[src/rtl/pwm_pkg.sv]
// Shared constants and the PWM compare used by the pwm_peripheral slice.
package pwm_pkg;

    localparam int PWM_BITS        = 8;
    localparam int CLK_DIV_DEFAULT = 13;
    localparam int NUM_PINS        = 16;

    localparam logic [PWM_BITS-1:0] DUTY_FULL = 8'hFF;
    localparam logic [PWM_BITS-1:0] DUTY_OFF  = 8'h00;

    // 0xFF is treated as a true 100% so the pin never drops for the cnt==255 slot.
    function automatic logic pwm_level(input logic [PWM_BITS-1:0] cnt,
                                       input logic [PWM_BITS-1:0] duty);
        if (duty == DUTY_FULL) return 1'b1;
        if (duty == DUTY_OFF)  return 1'b0;
        return (cnt < duty);
    endfunction

endpackage

[src/rtl/pwm_timebase.sv]
// Prescaler, free-running period counter and period-boundary duty shadow.
module pwm_timebase
    import pwm_pkg::*;
#(
    parameter int CLK_DIV = CLK_DIV_DEFAULT
) (
    input  logic                clk,
    input  logic                rst,
    input  logic [PWM_BITS-1:0] duty_req,
    output logic [PWM_BITS-1:0] pwm_cnt,
    output logic [PWM_BITS-1:0] duty_shadow,
    output logic                period_start
);

    localparam int                  PRE_W    = (CLK_DIV > 1) ? $clog2(CLK_DIV) : 1;
    localparam logic [PRE_W-1:0]    PRE_LAST = PRE_W'(CLK_DIV - 1);
    localparam logic [PWM_BITS-1:0] CNT_MAX  = '1;

    logic [PRE_W-1:0] prescale;
    logic             tick;
    logic             wrap;

    assign tick = (prescale == PRE_LAST);
    assign wrap = tick && (pwm_cnt == CNT_MAX);

    always_ff @(posedge clk or posedge rst) begin
        if (rst) begin
            prescale     <= '0;
            pwm_cnt      <= '0;
            duty_shadow  <= DUTY_OFF;
            period_start <= 1'b0;
        end else begin
            prescale     <= tick ? '0 : prescale + PRE_W'(1);
            period_start <= wrap;
            if (tick)
                pwm_cnt <= pwm_cnt + PWM_BITS'(1);
            // Capture on the wrap tick itself so a write on that cycle is the one taken.
            if (wrap)
                duty_shadow <= duty_req;
        end
    end

endmodule

[src/rtl/pwm_peripheral.sv]
// Sixteen registered pins, each forced low, forced high or driven by the shared PWM level.
module pwm_peripheral
    import pwm_pkg::*;
#(
    parameter int CLK_DIV = CLK_DIV_DEFAULT
) (
    input  logic                clk,
    input  logic                rst,
    input  logic [7:0]          en_reg_out_7_0,
    input  logic [7:0]          en_reg_out_15_8,
    input  logic [7:0]          en_reg_pwm_7_0,
    input  logic [7:0]          en_reg_pwm_15_8,
    input  logic [PWM_BITS-1:0] pwm_duty_cycle,
    output logic [NUM_PINS-1:0] out,
    output logic                period_start
);

    logic [PWM_BITS-1:0] pwm_cnt;
    logic [PWM_BITS-1:0] duty_shadow;
    logic [NUM_PINS-1:0] en_out;
    logic [NUM_PINS-1:0] en_pwm;
    logic                level;
    logic [NUM_PINS-1:0] pin_next;

    pwm_timebase #(
        .CLK_DIV (CLK_DIV)
    ) u_timebase (
        .clk          (clk),
        .rst          (rst),
        .duty_req     (pwm_duty_cycle),
        .pwm_cnt      (pwm_cnt),
        .duty_shadow  (duty_shadow),
        .period_start (period_start)
    );

    assign en_out = {en_reg_out_15_8, en_reg_out_7_0};
    assign en_pwm = {en_reg_pwm_15_8, en_reg_pwm_7_0};
    assign level  = pwm_level(pwm_cnt, duty_shadow);

    always_comb begin
        pin_next = '0;
        for (int i = 0; i < NUM_PINS; i++) begin
            if (en_out[i])
                pin_next[i] = en_pwm[i] ? level : 1'b1;
        end
    end

    always_ff @(posedge clk or posedge rst) begin
        if (rst)
            out <= '0;
        else
            out <= pin_next;
    end

endmodule

[config.mk]
export PLATFORM = sky130hd
export DESIGN_NAME = pwm_peripheral
export DESIGN_NICKNAME = d
export VERILOG_FILES = /design/src/rtl/pwm_pkg.sv /design/src/rtl/pwm_timebase.sv /design/src/rtl/pwm_peripheral.sv
export SDC_FILE = /design/constraint.sdc
export NUM_CORES = 1
export LEC_CHECK = 0
export CORE_UTILIZATION = 44
export CTS_CLUSTER_DIAMETER = 60
export CTS_CLUSTER_SIZE = 28
export DETAILED_ROUTE_END_ITERATION = 16
export GPL_ROUTABILITY_DRIVEN = 0
export PLACE_DENSITY = 0.79
export SLEW_MARGIN = 20
export SYNTH_ARGS = -nofsm -noshare
export SYNTH_HDL_FRONTEND = slang
export SYNTH_SLANG_ARGS = --single-unit
[constraint.sdc]
create_clock -name clk -period 2.2 [get_ports clk]
set_input_delay 0.55 -clock clk [delete_from_list [all_inputs] [get_ports clk]]
set_output_delay 0.55 -clock clk [all_outputs]
set_load 0.005 [all_outputs]
; ---- After elaboration in Yosys (flattened, before gate mapping)
; Cells that the tools add are included.
[word_totals]
input_bits = 42
wordCells = 53
output_inout_bits = 17
register_bits = 37
[op_classes]
addsub = 2
order_cmp = 1
n_reduce_logical = 2
eq_ne = 3
mux = 40
[ops]
columns = operator, count
row1 = $mux W1, 39
row2 = $eq A8 B8 Y1 const B, 2
row3 = $add A8 B1 Y8 const B, 1
row4 = $logic_not A8 Y1, 1
row5 = $lt A8 B8 Y1, 1
row6 = $add A4 B1 Y4 const B, 1
row7 = $eq A4 B4 Y1 const B, 1
row8 = $mux W4, 1
row9 = $logic_and A1 B1 Y1, 1

; ---- Longest topological paths before layout
[depth]
word_depth = 7
ltp_mapped = 7
mapped_depth_nobuf = 6

; ---- By module
; A second synthesis with hierarchy kept.
[hier_totals]
cells_unflattened = 148
hier_area_um2 = 1700.4
[by_module_without_submodules]
columns = module, cells_each, n_inst, area_each_um2
row1 = pwm_timebase, 67, 1, 885.8
row2 = pwm_peripheral, 81, 1, 814.5

; ---- Least setup slack after synthesis
; No wires, ideal clock.
[synth_timing]
path_type = register -> register
from = register u_timebase.prescale[0]
to = register u_timebase.duty_shadow[0]
path_slack_ns = 0.473
n_path_buf = 1
t_required_ns = 2.075
stages_incl_launch_ff = 8
period_less_slack_ns = 1.727
arrival_time_ns = 1.603
cell_sequence = dfrtp_1 > inv_1 > ha_1 > nand3_1 > nor2_1 > and3_1 > buf_4 > mux2_2
[synth_between]
elab_chain_cells = 2
[synth_lines]
columns = item, line
row1 = from (decl), pwm_timebase.sv:19  ; logic [PRE_W-1:0] prescale;
row2 = from (signal assigned), pwm_timebase.sv:33  ; prescale <= tick ? '0 : prescale + PRE_W'(1);
row3 = $eq A4 B4 Y1, pwm_timebase.sv:23  ; assign tick = (prescale == PRE_LAST);
row4 = $logic_and A1 B1 Y1, pwm_timebase.sv:24  ; assign wrap = tick && (pwm_cnt == CNT_MAX);
row5 = net u_timebase.wrap, pwm_timebase.sv:21  ; logic wrap;
row6 = to (signal assigned), pwm_timebase.sv:39  ; duty_shadow <= duty_req;
row7 = to (decl), pwm_timebase.sv:11  ; output logic [PWM_BITS-1:0] duty_shadow,
; The timed path passes the listed nets, and every way through them passes these cells.
; A chain may end at the register's enable or synchronous reset.

; ---- Worst setup path after layout
[layout_timing]
from = register u_timebase.duty_shadow[6]
to = register out[3]
[layout_between]
elab_chain_cells = 7
elab_cells_between_ends = 11
classes_between = order compare: 1 / eq/ne: 1 / mux: 8 / reduce/logical: 1
[layout_lines]
columns = item, line
row1 = "parallel branches: the longest is 4 deep, another holds $lt A8 B8 Y1", --
row2 = $mux W1 *, pwm_pkg.sv:15  ; if (duty == DUTY_OFF) return 1'b0;
row3 = $mux W1 *, pwm_peripheral.sv:44  ; pin_next[i] = en_pwm[i] ? level : 1'b1;
row4 = $mux W1 *, pwm_peripheral.sv:43  ; if (en_out[i])
row5 = net pin_next[3], pwm_peripheral.sv:23  ; logic [NUM_PINS-1:0] pin_next;
row6 = to (signal assigned), pwm_peripheral.sv:52  ; out <= pin_next;
row7 = to (decl), pwm_peripheral.sv:14  ; output logic [NUM_PINS-1:0] out,
; Mark *: on every way through the listed nets, which the timed path passes. The select of a mux whose other input is x is not followed.

==> results.toml <==
[route]
drtPass1Iterations = 4
routed_wl_um = 3694
wl_per_cell_um = 14.49
drc_errors = 0
drtIter0Drc = 57
viasPerCell = 5.000
vias = 1275
ant_nets = 0

[final_layout]
n_fill_cell = 252
final_nets = 260
area_growth_pct = 45.64
fin_area_mm2 = 0.002404
layout-drive-gt1-share = 0.09091
diodes = 0

[critical_path]
crit_start = "u_timebase.duty_shadow[6]$_DFFE_PP0P_"
endpoint = "out[3]$_DFF_PP0_"
start_kind = "flop"
critPathKind = "flop to flop"
reg2reg_to = "out[3]$_DFF_PP0_"
reg2reg_slack_ns = 0.17
ff2ff_path_depth = 6
crit_path_end_kind = "flop"
critPathRequiredTime_ns = 2.33
crit_fanout = 16
reg2reg_from = "u_timebase.duty_shadow[6]$_DFFE_PP0P_"
critPathArrivalTime_ns = 2.16

[sta]
fin_tns_setup_ns = 0
clock_skew_ns = 0.007206
max_freq_ghz = 0.4925
worst_slew_pin_slew_ns = 0.7276
period_minus_slack_ns = 2.030
hold_viol = 0
report.final.slew_viol_count = 0
rsz0062_at_grt = "false"
relSlewSlack = 0.5135
setup_viol = 0
finalCritPeriodShare = 0.9229
layout_setup_ws_ns = 0.1696

[cts]
clock_path_buffers = 2
cts_resized = 0
cts_root_buffer = "clkbuf_8"
cts_tree = "built"
cts_sinks = 37
worstSkewPairLatency_ns = 0.29
cts_buffers = 5
cts.clk_slew.worst_paths_ns = 0.07
htree_num_levels = 2
hold_buffers = 0
postCtsSetupRepairBufs = 0

[yosys]
synth_ff_type = "dfrtp_1"
yosys-top-cells-area = "dfrtp_1 (56%), ha_1 (7.6%), inv_1 (6.1%)"
netlist_top_cells_count = "dfrtp_1 (37), inv_1 (27), a31oi_1 (16), ha_1 (10), mux2_2 (7)"
syn_nets = 197
syn_area_mm2 = 0.001650
syn_avg_cell_area_um2 = 11.38
synth_top_area_share = 0.5610
synthArstFlopShare = 1.000
synth-seq-cells = 37
yosysWarnings = 0
synth_edf_count = 0
netlist_instances = 145
synthMostInstantiatedCell = "dfrtp_1"
yosysUniqueCellTypes = 28
yosysTopAreaCell = "dfrtp_1"
ys_seq_area_frac = 0.5610

[grt]
grt_use_total = 0.2080
grt_pass1_wl_um = 6272
grt_max_degree = 25
antenna_found_initial = 0
grt-ovfl-total = 0
grt_pass1_vias = 1376

[power]
power.leakage_nw = 1.114
powerDensity_mw_per_mm2 = 640.4
total_power_w = 0.001539
ir_drop_mv = 0.3617

[die]
num_io_pins = 59
die_x_um = 63.25
die_area_mm2 = 0.004000
die_h_um = 63.25
initial_core_util = 0.4758
core_mm2 = 0.003468
placement_rows = 21

[outcome]
status = "finished clean"

[placement]
dpl.hpwl_um = 2921
placed_area_mm2 = 0.002265
place_ws_ns = 0.1763
io_buffers = 58

[min_path]
hp-class = "flop to flop"

[flow_run]
maxCapViolCount = 0
## power breakdown
part,total (W),switching (W),internal [W]
logic,0.000138,0.0000402,0.0000975
registers,0.000698,0.00000407,0.000694
clock network,0.000703,0.000247,0.000456
## how the worst min path moves through the flow
| stage | start | endpoint | cells after the start |
|---|---|---|---|
| 6_report | u_timebase.prescale[3]$_DFF_PP0_ | u_timebase.prescale[3]$_DFF_PP0_ | 1 |
| 2_1_floorplan | u_timebase.prescale[3]$_DFF_PP0_ | u_timebase.prescale[3]$_DFF_PP0_ | 1 |
| 3_3_place_gp | u_timebase.prescale[0]$_DFF_PP0_ | u_timebase.prescale[0]$_DFF_PP0_ | 1 |
| 3_5_place_dp | u_timebase.prescale[0]$_DFF_PP0_ | u_timebase.prescale[0]$_DFF_PP0_ | 1 |
| 5_1_grt | u_timebase.pwm_cnt[6]$_DFFE_PP0P_ | u_timebase.pwm_cnt[6]$_DFFE_PP0P_ | 1 |
| 4_1_cts | u_timebase.prescale[3]$_DFF_PP0_ | u_timebase.prescale[3]$_DFF_PP0_ | 1 |
## cell families (layout without fill, tap and decap cells)
logic type               Yosys count  count (layout)  share of synthesized area
AO/OA/AOI/OAI                     26              26                     0.1031
XOR/XNOR                           8               8                    0.04246
adder cells (fa/ha/maj)           10              10                    0.07582
buffers and inverters             31              95                    0.08491
flip-flops                        37              37                     0.5610
multiplexers                       8               8                    0.05459
AND/OR/NAND/NOR                   25              25                    0.07810
## final cells by class
type / instances / area, µm² / share of cell area
inverter: 27 / 101.3 / 0.04217
multi-input combinational: 77 / 585.6 / 0.2436
tap: 46 / 57.56 / 0.02395
sequential: 37 / 925.9 / 0.3852
clock inverter: 3 / 68.82 / 0.02863
clock buffer: 5 / 68.82 / 0.02863
timing repair buffer: 60 / 595.6 / 0.2478
## critical path, cell delays in order, from the launching register on
cell and delay [ns]:
dfrtp_1 0.39, inv_1 0.08, ha_1 0.29, and4_1 0.20, o21ai_0 0.10, o211ai_2 0.59
a31oi_1 0.22
## routing by layer
| layer | routed length, µm | track usage | vias to the layer above |
|---|---|---|---|
| met3 | 228 | 0.07428 | 4 |
| met1 | 1369 | 0.2277 | 614 |
| met5 | 0 | 0 | - |
| li1 | - | - | 617 |
| met2 | 2066 | 0.3790 | 40 |
| met4 | 30 | 0.05114 | 0 |
## state kept, by name, summed over array words and instances, names as in the netlist
register / count
out: 16
u_timebase.period_start: 1
u_timebase.prescale: 4
u_timebase.duty_shadow: 8
u_timebase.pwm_cnt: 8
## per-stage QoR
stage	util	hold slack (ns)	instances
2_1_floorplan	-	0.4495	145
3_3_place_gp	0.6530	0.4657	247
3_5_place_dp	0.6530	0.4918	247
4_1_cts	0.6926	0.4997	255
5_1_grt	0.6930	0.5370	255
6_report	0.6930	0.4923	255
## cells in the final DEF, fill, tap and decap left out, types with 2 or more instances in the layout
master,synthesis,routed
mux2_2,7,7
buf_4,1,2
nor2_1,5,5
xnor2_1,6,6
a21oi_1,2,2
nand3_1,6,6
a31oi_1,16,16
clkdlybuf4s50_1,0,58
o21ai_0,3,3
clkbuf_8,0,5
nor4_1,2,2
bufinv_16,0,2
inv_1,27,27
nand2_1,5,5
dfrtp_1,37,37
ha_1,10,10
and3_1,3,2
xor2_1,2,2
No activity file was read; power rests on OpenSTA's default activity.
